**src/rtl/mult_div_unit.sv**
```systemverilog
// mult_div_unit: iterative shift-add multiply / restoring divide with HI/LO registers
module mult_div_unit #(
  parameter int WIDTH = 32
) (
  input  logic             CLK,
  input  logic             RST,
  input  logic             Start,
  input  logic [1:0]       Op,
  input  logic [WIDTH-1:0] SrcA,
  input  logic [WIDTH-1:0] SrcB,
  input  logic             HiWE,
  input  logic             LoWE,
  input  logic [WIDTH-1:0] WD,
  output logic             Busy,
  output logic             Done,
  output logic             DivByZero,
  output logic [WIDTH-1:0] HI,
  output logic [WIDTH-1:0] LO
);
  typedef enum logic [1:0] {IDLE, CALC, DONE} state_t;
  localparam int CW = $clog2(WIDTH + 1);
  state_t state, state_n;
  logic [CW-1:0] cnt;
  logic [WIDTH-1:0] a, mag_a, mag_b, q, rem;
  logic [2*WIDTH-1:0] r, r_step, prod;
  logic [WIDTH:0] sum, diff;
  logic [2*WIDTH:0] sh;
  logic [1:0] op_q;
  logic sa, sb, dz_q, go, dz, sgn, last;
  assign Busy = state == CALC;
  // a holds the multiplicand or divisor magnitude; r is {upper, lower} working pair
  always_comb begin
    sgn = ~Op[0];
    mag_a = (sgn & SrcA[WIDTH-1]) ? -SrcA : SrcA;
    mag_b = (sgn & SrcB[WIDTH-1]) ? -SrcB : SrcB;
    dz = Op[1] & ~|SrcB;
    go = Start & (state != CALC) & ~dz_q;
    last = cnt == CW'(WIDTH);
    sum = {1'b0, r[2*WIDTH-1:WIDTH]} + (r[0] ? {1'b0, a} : '0);
    sh = {r, 1'b0};
    diff = sh[2*WIDTH:WIDTH] - {1'b0, a};
    r_step = op_q[1] ? (diff[WIDTH] ? sh[2*WIDTH-1:0] : {diff[WIDTH-1:0], sh[WIDTH-1:1], 1'b1})
                     : {sum, r[WIDTH-1:1]};
    prod = (~op_q[0] & (sa ^ sb)) ? -r : r;
    q = (~op_q[0] & (sa ^ sb)) ? -r[WIDTH-1:0] : r[WIDTH-1:0];
    rem = (~op_q[0] & sa) ? -r[2*WIDTH-1:WIDTH] : r[2*WIDTH-1:WIDTH];
    state_n = (state == CALC) ? (last ? DONE : CALC) : go ? (dz ? DONE : CALC) : IDLE;
  end
  // a zero divisor parks the raw dividend in r and publishes it one edge later
  always_ff @(posedge CLK or posedge RST) begin
    if (RST) begin
      state <= IDLE;
      cnt <= '0;
      a <= '0;
      r <= '0;
      op_q <= '0;
      sa <= 1'b0;
      sb <= 1'b0;
      dz_q <= 1'b0;
      HI <= '0;
      LO <= '0;
      Done <= 1'b0;
      DivByZero <= 1'b0;
    end else begin
      state <= state_n;
      Done <= 1'b0;
      dz_q <= 1'b0;
      if (dz_q) begin
        HI <= r[WIDTH-1:0];
        LO <= '1;
        Done <= 1'b1;
        DivByZero <= 1'b1;
      end else if (go) begin
        DivByZero <= 1'b0;
        dz_q <= dz;
        op_q <= Op;
        cnt <= '0;
        sa <= sgn & SrcA[WIDTH-1];
        sb <= sgn & SrcB[WIDTH-1];
        a <= Op[1] ? mag_b : mag_a;
        r <= dz ? {{WIDTH{1'b0}}, SrcA} : {{WIDTH{1'b0}}, Op[1] ? mag_a : mag_b};
      end else if (Busy) begin
        if (last) begin
          {HI, LO} <= op_q[1] ? {rem, q} : prod;
          Done <= 1'b1;
        end else begin
          r <= r_step;
          cnt <= cnt + CW'(1);
        end
      end else begin
        if (HiWE) HI <= WD;
        if (LoWE) LO <= WD;
      end
    end
  end
endmodule

```
**config.mk**
```make
export PLATFORM = sky130hd
export DESIGN_NAME = mult_div_unit
export DESIGN_NICKNAME = d
export VERILOG_FILES = /design/src/rtl/mult_div_unit.sv
export SDC_FILE = /design/constraint.sdc
export NUM_CORES = 1
export LEC_CHECK = 0
export CAP_MARGIN = 20
export CORE_UTILIZATION = 30
export CTS_CLUSTER_SIZE = 12
export DETAILED_ROUTE_END_ITERATION = 8
export GPL_TIMING_DRIVEN = 1
export PLACE_DENSITY = 0.56
export SLEW_MARGIN = 15
export SYNTH_ARGS = -nofsm -noshare
export SYNTH_HDL_FRONTEND = slang
export SYNTH_SLANG_ARGS = --single-unit
```
**constraint.sdc**
```tcl
create_clock -name CLK -period 13.35 [get_ports CLK]
set_clock_uncertainty 0.05 [all_clocks]
set_input_delay 2.67 -clock CLK [delete_from_list [all_inputs] [get_ports CLK]]
set_output_delay 2.67 -clock CLK [all_outputs]
set_load 0.05 [all_outputs]
```
* Yosys cells after proc, flatten, opt, wreduce, memory -nomap -nowiden *
Cells that the tools add are included.

storage, ports and cells
  flip-flop bits (word level) = 175
  input bits = 103
  output and inout port bits = 67

operators by class
  add/subtract/negate cells = 8
  eq/ne operators = 6
  muxes and demuxes = 40
  bitwise logic cells = 11
  reduce and logical (&&, ||, !) cells = 10

operators by type and width
  operator                                                number
  two-way mux 32 bit                                      18
  two-way mux 64 bit                                      7
  negator 32 bit                                          4
  negator 64 bit                                          1
  adder 32 x 32 -> 33 bit                                 1
  subtractor 33 x 32 -> 33 bit                            1
  OR reduction 32 bit                                     1
  two-way mux 6 bit                                       3
  AND reduction 3 bit                                     3
  two-way mux 1 bit                                       8
  two-way mux 2 bit                                       4
  AND 1 bit                                               7
  adder 6 x 1 -> 6 bit (second input constant)            1
  == test 6 bit (second input constant)                   1
  nonzero test 3 bit                                      2
  inequality test 2 bit (second input constant)           2
  nonzero test 2 bit                                      2
  inequality test 3 x 1 -> 1 bit (second input constant)  1
  inverter 1 bit                                          3
  == test 2 x 1 -> 1 bit (second input constant)          1
  inequality test 2 x 1 -> 1 bit (second input constant)  1
  AND reduction 2 bit                                     1
  zero test 1 bit                                         1
  XOR 1 bit                                               1

* Longest topological paths before layout *
Gate-level depths: netlist (run 1).

  word-level depth = 8
  mapped depth = 14

* Worst setup path before layout (run 1) *
OpenSTA, ideal clock, no wires.

  path type = input -> register
  start = input SrcB[1]
  end = register r[22]
  data arrival time = 4.889 ns
  path slack = 8.290 ns
  stages on the path = 11
  buffers on the path = 2
  cells stage by stage = inv_1 ha_1 or3b_1 and4b_1 nand3_1 nor3_1 and4b_1 buf_2 buf_1 o21ai_1 a22o_1

on the way
  cells in the longest elaborated chain, start to end = 5
  elaborated cells between the ends (all ways) = 8
  classes of those cells = 1 x add/sub; 4 x mux; 1 x bitwise; 2 x reduce/logical

ends and longest elaborated chain
  what                                                          RTL line  text
  from (decl)                                                   10        input logic [WIDTH-1:0] SrcB,
  negator 32 bit / OR reduction 32 bit (equally long branches)  35, 36
  two-way mux 32 bit / zero test 1 bit (equally long branches)  35, 36
  two-way mux 32 bit / AND 1 bit (equally long branches)        81, 36
  two-way mux 32 bit (*)                                        81        r <= dz ? {{WIDTH{1'b0}}, SrcA} : {{WIDTH{1'b0}}, Op[1] ? mag_a : mag_b};
  two-way mux 64 bit (*)                                        73        end else if (go) begin
  to (signal assigned)                                          81
  to (signal assigned)                                          87        r <= r_step;
  to (decl)                                                     25        logic [2*WIDTH-1:0] r, r_step, prod;

Every way passes the cells marked *; elsewhere a longest branch is shown, timed or not.
A chain may end at the register's enable or synchronous reset.

* Final worst setup path (run 1) *
  start = input SrcB[0]
  end = register r[1]

The elaborated chain is that of the path after synthesis.

==> flow_metrics.env, run 1 <==
export IMPL_outcome="finished, final reports clean"
export IMPL_synth_top_area_cell="dfrtp_1"
export IMPL_wl_mm=59.8
export IMPL_antenna_left=0
export IMPL_worst_slew_pin_slew_ps=984
export IMPL_hold_buffers=0
export IMPL_wire_per_inst_microns=22.1
export IMPL_crit_path_end_kind="register"
export IMPL_cts_root_buffer="clkbuf_16"
export IMPL_r2r_cells=13
export IMPL_grt_use_total_pct=23.3
export IMPL_startpoint_type="input pin"
export IMPL_cap_violations=0
export IMPL_critPathMaxFanout=48
export IMPL_min_period_ps=6200
export IMPL_drive_above_1_share_pct=4.58
export IMPL_grt_use_met1_pct=33.5
export IMPL_drt_initial_drc_count=1337
export IMPL_yosysMostFrequentCell="nor2_1"
export IMPL_vias=15300
export IMPL_synth_area_per_cell_sq_um=7.87
export IMPL_synth_area_leaders="dfrtp_1, ha_1, a21oi_1"
export IMPL_grt_ovfl_total=0
export IMPL_slowest_stage="nand2b_1"
export IMPL_holdWs_ps=432
export IMPL_dp_hpwl_mm=46.1
export IMPL_use_met2_pct=35.5
export IMPL_rsz0062_at_grt="false"
export IMPL_synthFlopType="dfrtp_1"
export IMPL_gp_congestion=0.929
export IMPL_timing_fmax_mhz=161
export IMPL_crit_family="simple AND/OR/NAND/NOR gates"
export IMPL_dr_pass1_iters=7
export IMPL_ys_ff_latch=175
export IMPL_rows=82
export IMPL_cts_made_buffers=17
export IMPL_finalInstanceArea_sq_um=18100
export IMPL_cp_arrival_ps=6470
export IMPL_viasPerCell=5.66
export IMPL_postPlaceCellArea_sq_um=17500
export IMPL_synth_cells=1939
export IMPL_dieHeight_microns=228
export IMPL_totalNegativeSetupSlack_ps=0
export IMPL_antenna_found_initial=0
export IMPL_num_io_pins=170
export IMPL_crit_buf_inv=3
export IMPL_final_cells=2705
export IMPL_drc_errors=0
export IMPL_ys_top_cells_by_count="nor2_1, dfrtp_1, nand2_1"
export IMPL_crit_path_max_incr_delay_ps=630
export IMPL_finalPower_mw=2.95
export IMPL_synth_top_area_share_pct=28.7
export IMPL_start_util_pct=30.4
export IMPL_min_path_type="reg2reg"
export IMPL_clk_latency_ps=470
export IMPL_leakage_nw=7.28
export IMPL_cts_tree="yes"
export IMPL_crit_required_ps=13620
export IMPL_finalSetupViolations=0
export IMPL_syn_num_nets=2114
export IMPL_async_reset_ff_share_pct=100
export IMPL_synth_edf_count=0
export IMPL_busiest_layer="met2"
export IMPL_dp_cells=2671
export IMPL_core_sq_um=50200
export IMPL_dieArea_sq_um=51800
export IMPL_ctsResizeCount=0
export IMPL_crit_cells=13
export IMPL_grt_max_degree=81
export IMPL_met3_usage_pct=3.24
export IMPL_grt_pass1_wl_mm=90.4
export IMPL_yosys_warnings=0
export IMPL_crit_type="in2reg"
export IMPL_vdd_ir_drop_worst_uv=114
export IMPL_period_share_pct=46.5
export IMPL_portBuffers=169
export IMPL_netlist_area_sq_um=15300
export IMPL_clk_pin_slew_worst_paths_ps=80
export IMPL_htreeDepth=4
export IMPL_worstPathCellList="clkdlybuf4s50_1, inv_1, ha_1, or3b_1, and4b_1, nand3_1, nor3_1, and4b_2, buf_4, nand2b_1, o22ai_1, a21oi_1, o21ai_1"
export IMPL_die_width_microns=228
export IMPL_final_max_slew_viol_count=0
export IMPL_slew_headroom_pct=34.4
export IMPL_nets=2194
export IMPL_clockBufferDepth=2
export IMPL_synth_cell_types=81
export IMPL_synth_yosys_seq_area_share_pct=28.7
export IMPL_post_cts_buffers=0
export IMPL_whs_path_depth=1
export IMPL_area_delta_synth_final_pct=18.4
export IMPL_powerDensity_nw_per_um2=163
export IMPL_grt_pass1_vias=14500
export IMPL_clkSinkCount=175
export IMPL_finalHoldViolations=0
[layout by cell type, fill, tap and decap left out, types with 9 or more instances in the layout]
master,synthesis,routed
nor2_1,220,219
dfrtp_1,175,174
nand2_1,173,172
a21oi_1,172,171
clkdlybuf4s50_1,0,168
o21ai_1,99,99
xnor2_1,93,93
xor2_1,79,79
o21ai_0,72,72
ha_1,70,70
inv_1,66,65
mux2i_1,59,59
a211oi_1,54,54
nor3_1,39,39
a21o_1,31,31
o22a_1,30,30
nor2b_1,26,26
buf_4,0,24
a31oi_1,22,22
a22oi_1,21,21
nand3_1,20,20
nand2b_1,19,19
o22ai_1,19,19
clkbuf_16,0,17
or4_1,16,16
a221o_1,16,16
nor4_1,14,14
o31ai_1,14,14
o211ai_1,12,12
a311oi_1,12,12
o221ai_1,12,12
o21a_1,11,11
o41ai_1,9,9
and2_1,9,9
[worst reg2reg max path: stages, from the launching register on]
cell	delay, ps
dfrtp_1	560
inv_1	230
ha_1	270
fa_1	410
nand2b_1	200
a21o_1	230
a211oi_1	260
o21ai_1	190
a31oi_1	470
nor2_1	130
o211ai_1	200
buf_4	540
mux2_1	400
a221o_1	340
[cell families (layout without fill, tap and decap cells)]
logic type / count (synthesis) / count (layout) / synth area share (%)
multiplexers: 67 / 67 / 4.46
XOR/XNOR: 172 / 172 / 9.87
AO/OA/AOI/OAI: 660 / 660 / 27.8
adder cells (fa/ha/maj): 72 / 72 / 6.00
AND/OR/NAND/NOR: 592 / 592 / 18.1
buffers and inverters: 201 / 294 / 5.08
other: 0 / 1 / 0
flip-flops: 175 / 175 / 28.7
[registers in the layout (all words and copies together), names as in the netlist, 2 cells and up]
register,cells
HI,32
LO,32
a,32
cnt,6
op_q,2
r,64
state,2
[power breakdown]
part	leakage [nW]	switching [mW]	total, mW	internal (mW)
logic	4.83	0.812	1.46	0.649
clock network	0.280	0.257	0.528	0.270
registers	2.16	0.334	0.959	0.625
[layout make-up]
type / instances / area, sq um
clock inverters: 13 / 146
multi-input cells: 1563 / 10100
well taps: 672 / 841
inverters: 68 / 260
diodes: 1 / 2.50
repair buffers: 194 / 1880
flip-flops and latches: 175 / 4380
fillers: 5157 / 32100
clock buffers: 19 / 443
[worst paths after layout]
path | startpoint | to | slack [ps]
max reg2reg | r[31] | r[60] | 8770
min | a[11] | a[11] | 430
min reg2reg | a[11] | a[11] | 430
max | SrcB[0] | r[1] | 7150
max in group asynchronous | RST | a[21] | 8570
min in group asynchronous | RST | LO[8] | 2650
[stage by stage]
step                      util, %  setup slack (ps)
after floorplan                 -              5880
after global placement       34.8              6740
after detailed placement     34.8              6710
after CTS                    36.0              7210
after global routing         36.0              6900
final                        36.0              7150
[per-layer routing]
metal | vias up | wire (microns)
li1 | 7186 | -
met1 | 7475 | 28500
met2 | 576 | 26000
met3 | 65 | 3700
met4 | 0 | 1620
met5 | - | 0
No activity file was read; power rests on OpenSTA's default activity.
==> run 2, diff against run 1 <==
--- a/config.mk
+++ b/config.mk
@@ -10,7 +10,7 @@
 export CTS_CLUSTER_SIZE = 12
 export DETAILED_ROUTE_END_ITERATION = 8
 export GPL_TIMING_DRIVEN = 1
-export PLACE_DENSITY = 0.56
+export PLACE_DENSITY = 0.58
 export SLEW_MARGIN = 15
 export SYNTH_ARGS = -nofsm -noshare
 export SYNTH_HDL_FRONTEND = slang
==> constraint.sdc (replaced) <==
create_clock -name CLK -period 5.61 [get_ports CLK]
set_clock_uncertainty 0.05 [all_clocks]
set_input_delay 1.122 -clock CLK [delete_from_list [all_inputs] [get_ports CLK]]
set_output_delay 1.122 -clock CLK [all_outputs]
set_load 0.05 [all_outputs]
==> flow_metrics.env, run 2 (synthesized netlist as in run 1, its figures left out) <==
export IMPL_gp_congestion=0.941
export IMPL_drt_initial_drc_count=1676
export IMPL_viasPerCell=5.73
export IMPL_slew_headroom_pct=30.8
export IMPL_dr_pass1_iters=5
export IMPL_postPlaceCellArea_sq_um=17500
export IMPL_min_path_type="reg2reg"
export IMPL_antenna_found_initial=0
export IMPL_crit_path_max_incr_delay_ps=550
export IMPL_drive_above_1_share_pct=5.00
export IMPL_n_antenna_cell=0
export IMPL_largest_reg_flops=64
export IMPL_clk_latency_ps=460
export IMPL_worstPathCellList="inv_1, ha_1, fa_1, nand2b_1, a21o_1, a211oi_1, o21ai_1, a31oi_1, nor2_1, o211ai_1, buf_4, mux2_1, a221o_1"
export IMPL_portBuffers=169
export IMPL_num_io_pins=170
export IMPL_whs_path_depth=2
export IMPL_powerDensity_nw_per_um2=390
export IMPL_dp_cells=2679
export IMPL_dieHeight_microns=228
export IMPL_mostFrequentLayoutCells="nor2_1, dfrtp_1, nand2_1"
export IMPL_vdd_ir_drop_worst_uv=232
export IMPL_cts_tree="yes"
export IMPL_finalPower_mw=7.08
export IMPL_slowest_stage="dfrtp_1"
export IMPL_fin_util_pct=36.2
export IMPL_nets=2202
export IMPL_hold_buffers=0
export IMPL_crit_path_end_kind="register"
export IMPL_rows=82
export IMPL_vias=15500
export IMPL_final_max_slew_viol_count=0
export IMPL_cts_root_buffer="clkbuf_16"
export IMPL_critPathMaxFanout=23
export IMPL_grt_ovfl_total=0
export IMPL_crit_type="reg2reg"
export IMPL_hold_end="HI[8]"
export IMPL_rsz0062_at_grt="false"
export IMPL_grt_max_degree=123
export IMPL_ctsResizeCount=0
export IMPL_final_common_cell="nor2_1"
export IMPL_die_width_microns=228
export IMPL_finalSetupViolations=0
export IMPL_clockBufferDepth=2
export IMPL_min_period_ps=4440
export IMPL_worst_slew_pin_slew_ps=1030
export IMPL_grt_pass1_wl_mm=91.0
export IMPL_totalNegativeSetupSlack_ps=0
export IMPL_finalWorstSetupSlack_ps=1170
export IMPL_r2r_cells=13
export IMPL_clkSinkCount=175
export IMPL_final_cells=2712
export IMPL_rrSetupSlack_ps=1170
export IMPL_wire_per_inst_microns=22.1
export IMPL_finalInstanceArea_sq_um=18200
export IMPL_dieArea_sq_um=51800
export IMPL_finalHoldViolations=0
export IMPL_cp_arrival_ps=4740
export IMPL_min_from="HI[8]"
export IMPL_crit_family="compound AO/OA/AOI/OAI gates"
export IMPL_post_cts_buffers=0
export IMPL_rr_startpoint="r[31]"
export IMPL_start_util_pct=30.4
export IMPL_crit_required_ps=5910
export IMPL_area_delta_synth_final_pct=19.1
export IMPL_leakage_nw=7.34
export IMPL_grt_use_total_pct=23.2
export IMPL_outcome="finished, final reports clean"
export IMPL_drc_errors=0
export IMPL_r2r_end="r[60]"
export IMPL_dp_hpwl_mm=45.9
export IMPL_period_share_pct=79.2
export IMPL_htreeDepth=4
export IMPL_regMostFlops="r"
export IMPL_clk_pin_slew_worst_paths_ps=90
export IMPL_startpoint_type="register"
export IMPL_antenna_left=0
export IMPL_timing_fmax_mhz=225
export IMPL_crit_buf_inv=2
export IMPL_core_sq_um=50200
export IMPL_cap_violations=0
export IMPL_dp_slack_ps=865
export IMPL_grt_pass1_vias=14700
export IMPL_holdWs_ps=443
export IMPL_cts_made_buffers=17
export IMPL_wl_mm=59.9
run 2: cell count changes in the layout (fill, tap and decap cells not counted), sizes merged:
cell,previous run,this run
buf,26,34
clkbuf,19,18
clkinv,2,3
clkinvlp,3,2
diode,1,0
inv,75,76
run 2: how the worst max path moves through the flow:
| stage | startpoint | endpoint | slack (ps) | cells past startpoint |
|---|---|---|---|---|
| floorplan | SrcB[1] | r[22] | 2100 | 11 |
| global placement | SrcB[0] | r[15] | 850 | 13 |
| detailed placement | SrcB[0] | r[14] | 870 | 12 |
| CTS | r[31] | r[60] | 1160 | 13 |
| global route | SrcB[0] | r[15] | 1040 | 13 |
| finish | r[31] | r[60] | 1170 | 13 |
run 2: report_power, final:
part	leakage, nW	total (mW)	internal, mW	switching, mW
sequential	2.16	2.21	1.49	0.718
combinational	4.88	3.58	1.57	2.01
clock	0.296	1.29	0.652	0.642
total	7.34	7.08	3.71	3.37
run 2: tightest hold or removal path, delay by kind of cell (launching register included):
family           cells  cell delay (ps)
AO/OA/AOI/OAI        1               60
flip-flops           1              350
AND/OR/NAND/NOR      1               50
run 2: per-layer routing:
| layer | GRT usage (%) | part of all wire, % | wire length, microns |
|---|---|---|---|
| met5 | 0 | 0 | 0 |
| met4 | 6.69 | 2.8 | 1660 |
| met3 | 4.18 | 7.6 | 4560 |
| met2 | 36.0 | 44 | 26300 |
| met1 | 32.6 | 46 | 27400 |
run 2: final cells by class:
| type | count | area (sq um) |
|---|---|---|
| repair buffers | 202 | 1970 |
| multi-input cells | 1563 | 10100 |
| flip-flops and latches | 175 | 4380 |
| fillers | 5127 | 32000 |
| well taps | 672 | 841 |
| inverters | 68 | 259 |
| clock buffers | 18 | 439 |
| clock inverters | 14 | 165 |
==> run 3, diff against run 2 <==
--- a/config.mk
+++ b/config.mk
@@ -10,7 +10,7 @@
 export CTS_CLUSTER_SIZE = 12
 export DETAILED_ROUTE_END_ITERATION = 8
 export GPL_TIMING_DRIVEN = 1
-export PLACE_DENSITY = 0.58
+export PLACE_DENSITY = 0.56
 export SLEW_MARGIN = 15
 export SYNTH_ARGS = -nofsm -noshare
 export SYNTH_HDL_FRONTEND = slang
==> constraint.sdc (replaced) <==
create_clock -name CLK -period 4.4 [get_ports CLK]
set_clock_uncertainty 0.05 [all_clocks]
set_input_delay 0.88 -clock CLK [delete_from_list [all_inputs] [get_ports CLK]]
set_output_delay 0.88 -clock CLK [all_outputs]
set_load 0.05 [all_outputs]
==> flow_metrics.env, run 3 (synthesized netlist as in run 1, its figures left out) <==
export IMPL_clk_pin_slew_worst_paths_ps=70
export IMPL_finalHoldViolations=0
export IMPL_num_io_pins=170
export IMPL_regMostFlops="r"
export IMPL_dp_cells=2739
export IMPL_worst_slew_pin_slew_ps=1300
export IMPL_min_period_ps=4120
export IMPL_wire_per_inst_microns=22.8
export IMPL_crit_path_end_kind="register"
export IMPL_crit_type="reg2reg"
export IMPL_gp_congestion=0.954
export IMPL_r2r_end="HI[17]"
export IMPL_dp_hpwl_mm=49.3
export IMPL_cts_tree="yes"
export IMPL_hold_buffers=0
export IMPL_grt_use_total_pct=24.6
export IMPL_grt_max_degree=73
export IMPL_cap_violations=0
export IMPL_antenna_left=0
export IMPL_rr_startpoint="r[22]"
export IMPL_final_cells=2771
export IMPL_outcome="finished, final reports clean"
export IMPL_critPathMaxFanout=5
export IMPL_slew_headroom_pct=12.7
export IMPL_clkSinkCount=175
export IMPL_finalInstanceArea_sq_um=18600
export IMPL_grt_pass1_wl_mm=95.8
export IMPL_drc_errors=0
export IMPL_powerDensity_nw_per_um2=499
export IMPL_rsz0062_at_grt="false"
export IMPL_dieArea_sq_um=51800
export IMPL_antenna_found_initial=0
export IMPL_rrSetupSlack_ps=280
export IMPL_nets=2261
export IMPL_cts_root_buffer="clkbuf_16"
export IMPL_dr_pass1_iters=5
export IMPL_period_share_pct=93.6
export IMPL_drt_initial_drc_count=1423
export IMPL_crit_required_ps=4680
export IMPL_leakage_nw=7.62
export IMPL_die_width_microns=228
export IMPL_finalPower_mw=9.29
export IMPL_whs_path_depth=2
export IMPL_clockBufferDepth=2
export IMPL_finalSetupViolations=0
export IMPL_portBuffers=169
export IMPL_hold_end="a[20]"
export IMPL_timing_fmax_mhz=243
export IMPL_cts_made_buffers=17
export IMPL_clk_latency_ps=460
export IMPL_largest_reg_flops=64
export IMPL_startpoint_type="register"
export IMPL_dp_slack_ps=178
export IMPL_post_cts_buffers=0
export IMPL_dieHeight_microns=228
export IMPL_final_max_slew_viol_count=0
export IMPL_core_sq_um=50200
export IMPL_viasPerCell=5.67
export IMPL_vdd_ir_drop_worst_uv=319
export IMPL_finalWorstSetupSlack_ps=279
export IMPL_htreeDepth=4
export IMPL_wl_mm=63.3
export IMPL_ctsResizeCount=0
export IMPL_final_common_cell="nor2_1"
export IMPL_area_delta_synth_final_pct=22.1
export IMPL_drive_above_1_share_pct=7.67
export IMPL_r2r_cells=10
export IMPL_min_path_type="reg2reg"
export IMPL_min_from="a[20]"
export IMPL_cp_arrival_ps=4400
export IMPL_vias=15700
export IMPL_mostFrequentLayoutCells="nor2_1, dfrtp_1, nand2_1"
export IMPL_grt_pass1_vias=15100
export IMPL_rows=82
export IMPL_totalNegativeSetupSlack_ps=0
export IMPL_postPlaceCellArea_sq_um=18100
export IMPL_grt_ovfl_total=0
export IMPL_start_util_pct=30.4
-- run 3: changes by cell type in the layout (fill, tap and decap cells not counted), sizes merged --
cell,previous run,this run
clkbuf,18,17
bufinv,1,2
buf,34,94
inv,76,72
clkdlybuf4s50,168,167
clkinv,3,4
diode,0,1
clkinvlp,2,4
-- run 3: metrics by stage --
stage,utilization [%],hold WS (ps)
floorplan,-,400
CTS,37.1,438
global placement,36.0,420
detailed placement,36.0,421
global route,37.1,460
finish,37.1,438
-- run 3: layer usage --
metal  GRT usage [%]  part of all wire [%]
met1            36.1                    48
met2            37.8                    43
met3            3.42                   6.7
met4            5.95                   1.9
met5               0                     0
-- run 3: how the worst max path moves through the flow --
stage | slack, ps | end | from | depth (start not counted)
floorplan | 1130 | r[22] | SrcB[1] | 11
global placement | 150 | r[2] | SrcB[7] | 10
detailed placement | 180 | r[2] | SrcB[7] | 10
CTS | 440 | HI[17] | r[22] | 10
global route | 200 | r[2] | SrcB[7] | 10
finish | 280 | HI[17] | r[22] | 10
-- run 3: power breakdown --
group          switching, mW  internal (mW)
Clock                  0.753          0.844
Combinational           3.08           2.23
Sequential             0.479           1.91
-- run 3: area by class of cell --
type | count | area, sq um
Timing Repair Buffer | 261 | 2450
Clock inverter | 14 | 155
Clock buffer | 17 | 425
Inverter | 68 | 259
Fill cell | 5210 | 31500
Multi-Input combinational cell | 1563 | 10100
Sequential cell | 175 | 4380
Tap cell | 672 | 841
Antenna cell | 1 | 2.50
-- run 3: worst max-delay path, stage by stage (launching register included) --
cell	delay, ps
dfrtp_1	390
nor4_1	1090
nor3b_1	420
nand4_1	270
or2_1	400
nand2_1	200
o21ai_1	120
xnor2_1	410
o21ai_1	100
mux2_2	290
mux2_2	260
